==> src/rtl/seq_detector.sv <==
// Streaming sequence detector: flags every occurrence of PATTERN in a stream of
// SYM_W-bit symbols. Define SEQDET_NONOVERLAP_EN to restart matching after each hit.
module seq_detector #(
    parameter int                         SYM_W         = 2,
    parameter int                         SEQ_LEN       = 3,
    parameter logic [SEQ_LEN*SYM_W-1:0]   PATTERN       = {2'b01, 2'b10, 2'b11},
    parameter int                         CNT_W         = 8,
    parameter int                         FLUSH_ON_ZERO = 1
) (
    input  logic                           clk,
    input  logic                           reset,
    input  logic                           clear,
    input  logic                           in_valid,
    input  logic [SYM_W-1:0]               in_sym,
    output logic                           match,
    output logic                           found,
    output logic [CNT_W-1:0]               match_cnt,
    output logic [$clog2(SEQ_LEN+1)-1:0]   fill
);

    localparam int              HW   = SEQ_LEN * SYM_W;
    localparam int              FW   = $clog2(SEQ_LEN + 1);
    localparam logic [FW-1:0]   FULL = FW'(SEQ_LEN);
    localparam logic [FW-1:0]   LAST = FW'(SEQ_LEN - 1);

    // A zero pattern symbol could never match when zero is the flush symbol.
    genvar g;
    generate
        if (FLUSH_ON_ZERO != 0) begin : g_pat_chk
            for (g = 0; g < SEQ_LEN; g++) begin : g_sym
                if (PATTERN[g*SYM_W +: SYM_W] == '0) begin : g_bad
                    $error("seq_detector: PATTERN symbol %0d is zero while FLUSH_ON_ZERO=1", g);
                end
            end
        end
    endgenerate

    logic [HW-1:0]    hist;
    logic [HW-1:0]    hist_n;
    logic [HW-1:0]    hist_d;
    logic [FW-1:0]    fill_d;
    logic             found_d;
    logic             match_d;
    logic [CNT_W-1:0] cnt_d;
    logic             hit;
    logic             flush;

    // Cast drops the oldest symbol; also covers SEQ_LEN=1 without a null slice.
    assign hist_n = HW'({hist, in_sym});
    assign flush  = (FLUSH_ON_ZERO != 0) && (in_sym == '0);

    always_comb begin
        hist_d  = hist;
        fill_d  = fill;
        found_d = found;
        cnt_d   = match_cnt;
        match_d = 1'b0;
        hit     = 1'b0;
        if (in_valid) begin
            if (flush) begin
                hist_d = '0;
                fill_d = '0;
            end else begin
                hist_d  = hist_n;
                fill_d  = (fill == FULL) ? FULL : fill + FW'(1);
                hit     = (fill >= LAST) && (hist_n == PATTERN);
                match_d = hit;
                if (hit) begin
                    found_d = 1'b1;
                    if (!(&match_cnt)) begin
                        cnt_d = match_cnt + CNT_W'(1);
                    end
`ifdef SEQDET_NONOVERLAP_EN
                    hist_d = '0;
                    fill_d = '0;
`endif
                end
            end
        end
    end

    always_ff @(posedge clk or posedge reset) begin
        if (reset) begin
            hist      <= '0;
            fill      <= '0;
            match     <= 1'b0;
            found     <= 1'b0;
            match_cnt <= '0;
        end else if (clear) begin
            hist      <= '0;
            fill      <= '0;
            match     <= 1'b0;
            found     <= 1'b0;
            match_cnt <= '0;
        end else begin
            hist      <= hist_d;
            fill      <= fill_d;
            match     <= match_d;
            found     <= found_d;
            match_cnt <= cnt_d;
        end
    end

endmodule

==> config.mk <==
export PLATFORM = sky130hd
export DESIGN_NAME = seq_detector
export DESIGN_NICKNAME = d
export VERILOG_FILES = /design/src/rtl/seq_detector.sv
export SDC_FILE = /design/constraint.sdc
export NUM_CORES = 1
export LEC_CHECK = 0
export CORE_MARGIN = 2
export CORE_UTILIZATION = 50
export DETAILED_ROUTE_END_ITERATION = 6
export PLACE_DENSITY = 0.77
export SYNTH_ARGS = -nofsm -noshare
export SYNTH_HDL_FRONTEND = slang
export SYNTH_SLANG_ARGS = --single-unit
==> constraint.sdc <==
create_clock -name clk -period 4.05 [get_ports clk]
set_input_delay 0.405 -clock clk [delete_from_list [all_inputs] [get_ports clk]]
set_output_delay 0.405 -clock clk [all_outputs]
set_load 0.1 [all_outputs]
==> flow_results.xml, run 1 <==
<?xml version="1.0" encoding="UTF-8"?>
<metrics>
  <group name="timing">
    <metric name="hold_viol_final" unit="">0</metric>
    <metric name="worstMarginPinSlew" unit="ns">0.9746</metric>
    <metric name="maxSlewHeadroom" unit="%">34.82</metric>
    <metric name="setup_slack" unit="ns">1.756</metric>
    <metric name="final_period_minus_worst_setup_slack" unit="ns">2.294</metric>
    <metric name="period_share" unit="%">56.64</metric>
    <metric name="f_max" unit="MHz">436.0</metric>
    <metric name="unrepaired_setup_endpoints_after_global_routing" unit="">no</metric>
    <metric name="setup_viol_count_final" unit="">0</metric>
    <metric name="fin_clk_skew" unit="ns">0.003156</metric>
    <metric name="maxSlewViolCount" unit="">0</metric>
    <metric name="setup-tns-final" unit="ns">0</metric>
  </group>
  <group name="critical_path">
    <metric name="worstPathCellList" unit="">clkdlybuf4s50_1</metric>
    <metric name="crit_path_start" unit="">match_cnt[3]</metric>
    <metric name="crit_buf_inv" unit="">1</metric>
    <metric name="critical_path.endpoint" unit="">match_cnt[3]</metric>
    <metric name="family_of_cells_with_the_greatest_summed_delay_on_the_critical_path" unit="">buffers and inverters</metric>
    <metric name="critPathMaxFanout" unit="">7</metric>
    <metric name="crit_type" unit="">reg2out</metric>
    <metric name="timing.critical_path.slowest_cell_delay" unit="ns">1.16</metric>
    <metric name="crit-reg2reg-capture" unit="">match_cnt[5]</metric>
    <metric name="critical-path-slowest-cell" unit="">clkdlybuf4s50_1</metric>
    <metric name="required" unit="ns">3.64</metric>
    <metric name="reg2regPathDepth" unit="">5</metric>
    <metric name="r2r_slack" unit="ns">2.32</metric>
    <metric name="critical_path.startpoint_type" unit="">flip-flop</metric>
    <metric name="data_arrival_time_of_the_critical_path" unit="ns">1.89</metric>
    <metric name="worst_setup_path_end_kind" unit="">primary output</metric>
    <metric name="timing.critical_path.depth" unit="">1</metric>
    <metric name="crit-reg2reg-launch" unit="">match_cnt[0]</metric>
  </group>
  <group name="detailed_routing">
    <metric name="detailroute.via_count" unit="">664</metric>
    <metric name="route.detailed.drc" unit="">0</metric>
    <metric name="drt_wl_total" unit="um">1518</metric>
    <metric name="vias_per_cell" unit="">5.982</metric>
    <metric name="detail-route-antenna-nets" unit="">0</metric>
    <metric name="drt_iter0_markers" unit="">11</metric>
    <metric name="wl_per_cell" unit="um">13.68</metric>
    <metric name="drt_pass1_iterations" unit="">4</metric>
  </group>
  <group name="pwr">
    <metric name="vdd_ir_drop_max" unit="mV">0.1691</metric>
    <metric name="report.power.total" unit="uW">300.5</metric>
    <metric name="leakage" unit="nW">0.4088</metric>
    <metric name="p_per_area" unit="nW/um^2">304.0</metric>
  </group>
  <group name="clock_network">
    <metric name="clk_root_buf" unit="">clkbuf_4</metric>
    <metric name="setup_bufs_post_cts" unit="">0</metric>
    <metric name="cts_hold_repair.buffers" unit="">0</metric>
    <metric name="cts_htree_levels" unit="">1</metric>
    <metric name="insertion_delay" unit="ns">0.28</metric>
    <metric name="cts_repair_resize_count" unit="">0</metric>
    <metric name="cts.clk_slew.worst_paths" unit="ns">0.09</metric>
    <metric name="clock-sinks" unit="">16</metric>
    <metric name="tritoncts" unit="">built</metric>
    <metric name="cts_buf_count" unit="">3</metric>
    <metric name="cts-root-to-sink-buffers" unit="">2</metric>
  </group>
  <group name="worst_hold_path">
    <metric name="type_of_the_tightest_min_delay_check" unit="">in2async</metric>
  </group>
  <group name="synth">
    <metric name="seq_area_frac_synth" unit="%">51.04</metric>
    <metric name="synth-async-reset-ratio" unit="%">100.0</metric>
    <metric name="ys_seq_elements" unit="">16</metric>
    <metric name="synth_warnings" unit="">0</metric>
    <metric name="ys.flop_type" unit="">dfrtp_1</metric>
    <metric name="synth_cell_types" unit="">27</metric>
    <metric name="synth.cell_area" unit="sq um">784.5</metric>
    <metric name="ys_top_cells_by_area" unit="">dfrtp_1 51%, a21oi_1 6.4%, mux2i_1 3.8%</metric>
    <metric name="netlist.area_leader.share" unit="%">51.04</metric>
    <metric name="postSynthAreaPerCell" unit="sq um">10.06</metric>
    <metric name="syn-instance-count" unit="">78</metric>
    <metric name="synth_nets" unit="">85</metric>
    <metric name="synthTopCellsByCount" unit="">16 x dfrtp_1, 10 x a21oi_1, 8 x nor2_1, 4 x nand3_1</metric>
    <metric name="yosysMostFrequentCell" unit="">dfrtp_1</metric>
    <metric name="number_of_enable_type_register_cells_in_the_synthesized_netlist" unit="">0</metric>
    <metric name="synth.largest_area_cell" unit="">dfrtp_1</metric>
  </group>
  <group name="cells_and_area">
    <metric name="fin_util" unit="%">66.39</metric>
    <metric name="nNetsFinal" unit="">103</metric>
    <metric name="areaGrowthSynthToFinish" unit="%">26.00</metric>
    <metric name="layout-drive-gt1-share" unit="%">7.368</metric>
    <metric name="antenna-diode-count" unit="">0</metric>
  </group>
  <group name="global_routing">
    <metric name="globalRoute.totalOverflow" unit="">0</metric>
    <metric name="grt_use_total" unit="%">18.17</metric>
    <metric name="global_route.peak_usage_layer" unit="">met2</metric>
    <metric name="vias_in_the_first_global_route" unit="">567</metric>
    <metric name="antenna_found_initial" unit="">0</metric>
    <metric name="grt_pass1_wl" unit="um">2587</metric>
    <metric name="met2_demand_to_capacity_share_in_global_routing" unit="%">28.53</metric>
    <metric name="grt.met3_usage" unit="%">3.750</metric>
    <metric name="met1_usage_grt" unit="%">24.59</metric>
    <metric name="grt_start_max_net_pins" unit="">17</metric>
  </group>
  <group name="floorplanning">
    <metric name="io_pins" unit="">18</metric>
    <metric name="std_cell_rows" unit="">14</metric>
    <metric name="die_outline_area" unit="sq um">1902</metric>
    <metric name="die_width" unit="um">43.61</metric>
    <metric name="fp.coreArea" unit="sq um">1489</metric>
    <metric name="die_y" unit="um">43.61</metric>
    <metric name="floorplan.initialDensity" unit="%">52.69</metric>
  </group>
  <group name="status">
    <metric name="outcome" unit="">completed</metric>
  </group>
  <group name="placed_design">
    <metric name="io_buffer_count" unit="">17</metric>
    <metric name="pre_cts_slack" unit="ns">1.695</metric>
    <metric name="post-dp-hpwl" unit="um">1059</metric>
    <metric name="gpl.final_weighted_congestion" unit="">0.7225</metric>
  </group>
  <group name="job">
    <metric name="max_cap_viols" unit="">0</metric>
  </group>
</metrics>
==> worst min-delay path by stage <==
stage / start / endpoint / slack, ns / cells past startpoint
global route: reset / found / 0.52 / 2
floorplan: reset / fill[0] / 0.32 / 1
detailed placement: found / found / 0.51 / 2
CTS: reset / match_cnt[2] / 0.49 / 2
global placement: found / found / 0.50 / 2
finish: reset / match_cnt[2] / 0.47 / 2
==> stage by stage <==
| step | hold slack [ns] | instance area, sq um | instances |
|---|---|---|---|
| 2_1_floorplan | 0.3187 | 784.5 | 78 |
| 3_3_place_gp | 0.4996 | 952.2 | 107 |
| 3_5_place_dp | 0.5111 | 952.2 | 107 |
| 4_1_cts | 0.4854 | 988.4 | 111 |
| 5_1_grt | 0.5224 | 988.4 | 111 |
| 6_report | 0.4731 | 988.4 | 111 |
==> cells by family after synthesis <==
group,count (synthesis),synth area share (%)
simple gates,32,23.76
compound gates,19,14.83
flops,16,51.04
buf+inv,6,3.828
mux,3,3.828
xor+xnor,1,1.117
fa+ha+maj,1,1.595
==> area by class of cell <==
cell class,count,area (sq um)
fillers,122,500.5
flip-flops and latches,16,400.4
multi-input cells,56,354.1
repair buffers,17,170.2
clock buffers,4,36.28
well taps,16,20.02
inverters,2,7.507
==> registers in the layout, summed over array words and instances, names as in the netlist <==
signal / count
hist: 4
match_cnt: 8
found: 1
fill: 2
match: 1
==> cell usage in the layout (no fill, tap or decap) <==
cell / count
a21oi_1: 10
or3_1: 2
nand3_1: 4
xor2_1: 1
nor4_1: 1
o21ai_0: 2
nand2b_1: 3
nor2_1: 8
o31ai_1: 2
o211ai_2: 1
and4_4: 1
inv_1: 2
dfrtp_1: 16
a211oi_1: 1
clkbuf_4: 3
and4bb_4: 1
clkbuf_8: 1
ha_1: 1
nand4bb_1: 1
nand2_1: 3
and3_1: 1
clkdlybuf4s50_1: 17
nor3_1: 3
or4_1: 2
mux2i_1: 3
a31oi_1: 1
nand4_1: 2
o211ai_1: 2
==> per-layer routing <==
metal / up-vias / share of wire [%]
met5: - / 0
met2: 20 / 46
met3: 0 / 4.4
met4: 0 / 0
li1: 325 / -
met1: 319 / 49
==> power breakdown <==
group / internal [mW] / switching [mW]
clock: 0.0547 / 0.0485
combinational: 0.0107 / 0.0212
sequential: 0.162 / 0.00287
(Power assumes the default switching activity.)
==> inputs of run 2 (changes only) <==
--- a/config.mk
+++ b/config.mk
@@ -6,9 +6,9 @@
 export NUM_CORES = 1
 export LEC_CHECK = 0
 export CORE_MARGIN = 2
-export CORE_UTILIZATION = 50
+export CORE_UTILIZATION = 47
 export DETAILED_ROUTE_END_ITERATION = 6
-export PLACE_DENSITY = 0.77
+export PLACE_DENSITY = 0.73
 export SYNTH_ARGS = -nofsm -noshare
 export SYNTH_HDL_FRONTEND = slang
 export SYNTH_SLANG_ARGS = --single-unit
==> constraint.sdc (replaced) <==
create_clock -name clk -period 2.4 [get_ports clk]
set_input_delay 0.24 -clock clk [delete_from_list [all_inputs] [get_ports clk]]
set_output_delay 0.24 -clock clk [all_outputs]
set_load 0.1 [all_outputs]
==> run 2 against run 1 <==
  * Worst hold slack got worse by 0.17 ns
  * Sequential share of layout area rose by 1.5 points
  * Clock power rose by 33%
  * Largest power group unchanged
  * First-iteration DRC count rose by 18%
  * Count of clock-buffer cells in the layout fell by 1
  * Via count rose by 1.2%
  * Critical path type is now in2reg
==> flow_results.xml, run 2 (same netlist as run 1, synthesis figures left out) <==
<?xml version="1.0" encoding="UTF-8"?>
<metrics>
  <group name="cells_and_area">
    <metric name="regArea" unit="sq um">400.4</metric>
    <metric name="final_area" unit="sq um">952.2</metric>
    <metric name="antenna-diode-count" unit="">0</metric>
    <metric name="mostFrequentLayoutCell" unit="">dfrtp_1</metric>
    <metric name="fin_util" unit="%">61.77</metric>
    <metric name="fill_cells" unit="">141</metric>
    <metric name="largest_reg_flops" unit="">8</metric>
    <metric name="top_register" unit="">match_cnt</metric>
    <metric name="areaGrowthSynthToFinish" unit="%">21.37</metric>
    <metric name="nNetsFinal" unit="">104</metric>
    <metric name="layout-drive-gt1-share" unit="%">20.00</metric>
    <metric name="leading_cell_types_in_the_layout_fill_and_taps_excluded" unit="">16 x dfrtp_1, 13 x buf_4, 10 x a21oi_1, 8 x nor2_1, 5 x clkdlybuf4s50_1</metric>
    <metric name="multi_input_area" unit="sq um">354.1</metric>
    <metric name="largestRegisters" unit="">match_cnt: 8 flops, hist: 4 flops, fill: 2 flops</metric>
  </group>
  <group name="pwr">
    <metric name="leakage" unit="nW">0.4307</metric>
    <metric name="report.power.total" unit="uW">470.1</metric>
    <metric name="vdd_ir_drop_max" unit="mV">0.3234</metric>
    <metric name="p_per_area" unit="nW/um^2">493.7</metric>
  </group>
  <group name="detailed_routing">
    <metric name="drt_iter0_markers" unit="">13</metric>
    <metric name="drt_wl_total" unit="um">1514</metric>
    <metric name="drt_pass1_iterations" unit="">4</metric>
    <metric name="wl_per_cell" unit="um">13.64</metric>
    <metric name="detailroute.via_count" unit="">672</metric>
    <metric name="route.detailed.drc" unit="">0</metric>
    <metric name="detail-route-antenna-nets" unit="">0</metric>
    <metric name="vias_per_cell" unit="">6.054</metric>
  </group>
  <group name="critical_path">
    <metric name="critical-path-slowest-cell" unit="">clkdlybuf4s50_1</metric>
    <metric name="worst_setup_path_end_kind" unit="">flip-flop</metric>
    <metric name="crit_type" unit="">in2reg</metric>
    <metric name="critPathMaxFanout" unit="">11</metric>
    <metric name="required" unit="ns">2.60</metric>
    <metric name="data_arrival_time_of_the_critical_path" unit="ns">1.97</metric>
    <metric name="reg2regPathDepth" unit="">5</metric>
    <metric name="family_of_cells_with_the_greatest_summed_delay_on_the_critical_path" unit="">simple AND/OR/NAND/NOR gates</metric>
    <metric name="worstPathCellList" unit="">clkdlybuf4s50_1 &gt; and4bb_4 &gt; o211ai_2 &gt; or4_1 &gt; a21oi_1</metric>
    <metric name="critical_path.startpoint_type" unit="">input port</metric>
    <metric name="timing.critical_path.depth" unit="">5</metric>
    <metric name="crit_buf_inv" unit="">1</metric>
    <metric name="timing.critical_path.slowest_cell_delay" unit="ns">0.57</metric>
  </group>
  <group name="floorplanning">
    <metric name="fp.coreArea" unit="sq um">1541</metric>
    <metric name="die_outline_area" unit="sq um">2012</metric>
    <metric name="io_pins" unit="">18</metric>
    <metric name="floorplan.initialDensity" unit="%">50.89</metric>
    <metric name="die_width" unit="um">44.86</metric>
    <metric name="die_y" unit="um">44.86</metric>
    <metric name="std_cell_rows" unit="">14</metric>
  </group>
  <group name="placed_design">
    <metric name="io_buffer_count" unit="">17</metric>
    <metric name="place_area" unit="sq um">929.6</metric>
    <metric name="pre_cts_slack" unit="ns">0.3663</metric>
    <metric name="gpl.final_weighted_congestion" unit="">0.8471</metric>
    <metric name="post-dp-hpwl" unit="um">1115</metric>
  </group>
  <group name="global_routing">
    <metric name="grt_start_max_net_pins" unit="">17</metric>
    <metric name="vias_in_the_first_global_route" unit="">612</metric>
    <metric name="antenna_found_initial" unit="">0</metric>
    <metric name="grt_use_total" unit="%">18.28</metric>
    <metric name="grt_pass1_wl" unit="um">2677</metric>
    <metric name="globalRoute.totalOverflow" unit="">0</metric>
  </group>
  <group name="clock_network">
    <metric name="clk_root_buf" unit="">clkbuf_4</metric>
    <metric name="cts_hold_repair.buffers" unit="">0</metric>
    <metric name="setup_bufs_post_cts" unit="">0</metric>
    <metric name="cts_htree_levels" unit="">1</metric>
    <metric name="insertion_delay" unit="ns">0.28</metric>
    <metric name="cts_buf_count" unit="">3</metric>
    <metric name="cts-root-to-sink-buffers" unit="">2</metric>
    <metric name="cts_repair_resize_count" unit="">0</metric>
    <metric name="cts.clk_slew.worst_paths" unit="ns">0.09</metric>
    <metric name="tritoncts" unit="">built</metric>
    <metric name="clock-sinks" unit="">16</metric>
  </group>
  <group name="timing">
    <metric name="worstMarginPinSlew" unit="ns">0.5834</metric>
    <metric name="setup-tns-final" unit="ns">0</metric>
    <metric name="setup_viol_count_final" unit="">0</metric>
    <metric name="setup_slack" unit="ns">0.6360</metric>
    <metric name="fin_clk_skew" unit="ns">0.002902</metric>
    <metric name="maxSlewViolCount" unit="">0</metric>
    <metric name="maxSlewHeadroom" unit="%">60.98</metric>
    <metric name="hold_viol_final" unit="">0</metric>
    <metric name="period_share" unit="%">73.50</metric>
    <metric name="unrepaired_setup_endpoints_after_global_routing" unit="">no</metric>
    <metric name="f_max" unit="MHz">566.9</metric>
    <metric name="final_period_minus_worst_setup_slack" unit="ns">1.764</metric>
  </group>
  <group name="status">
    <metric name="outcome" unit="">completed</metric>
  </group>
  <group name="job">
    <metric name="max_cap_viols" unit="">0</metric>
  </group>
  <group name="worst_hold_path">
    <metric name="type_of_the_tightest_min_delay_check" unit="">in2async</metric>
  </group>
</metrics>
run 2: cell type report:
type,instances,area share [%]
timing repair buffer,18,15.51
tap,16,2.102
inverter,2,0.7884
sequential,16,42.05
clock buffer,3,2.365
multi-input combinational,56,37.19
run 2: per-layer routing:
metal  GRT usage [%]  up-vias  routed length, um  part of all wire, %
li1                -      329                  -                    -
met1           26.10      326                744                   49
met2           26.96       13                684                   45
met3           3.200        4                 63                  4.2
met4           8.824        0                 21                  1.4
met5               0        -                  0                    0
run 2: stage by stage:
stage / cells / hold WS [ns]
6_report: 111 / 0.3081
5_1_grt: 111 / 0.3741
4_1_cts: 111 / 0.3198
2_1_floorplan: 78 / 0.1537
3_3_place_gp: 108 / 0.5031
3_5_place_dp: 108 / 0.4942
run 2: power breakdown:
part / internal (mW) / switching, mW / total [mW]
Sequential: 0.274 / 0.00514 / 0.279
Combinational: 0.0184 / 0.0354 / 0.0538
Clock: 0.0582 / 0.0788 / 0.137
run 2: worst paths after layout:
kind | from | end | slack, ns
max in group asynchronous | reset | match_cnt[7] | 1.71
worst max register to register | match_cnt[0] | match_cnt[5] | 0.68
worst min-delay path | reset | match_cnt[2] | 0.31
min in group clk | found | found | 0.51
worst max-delay path | in_sym[0] | match_cnt[5] | 0.64
worst min register to register | found | found | 0.51
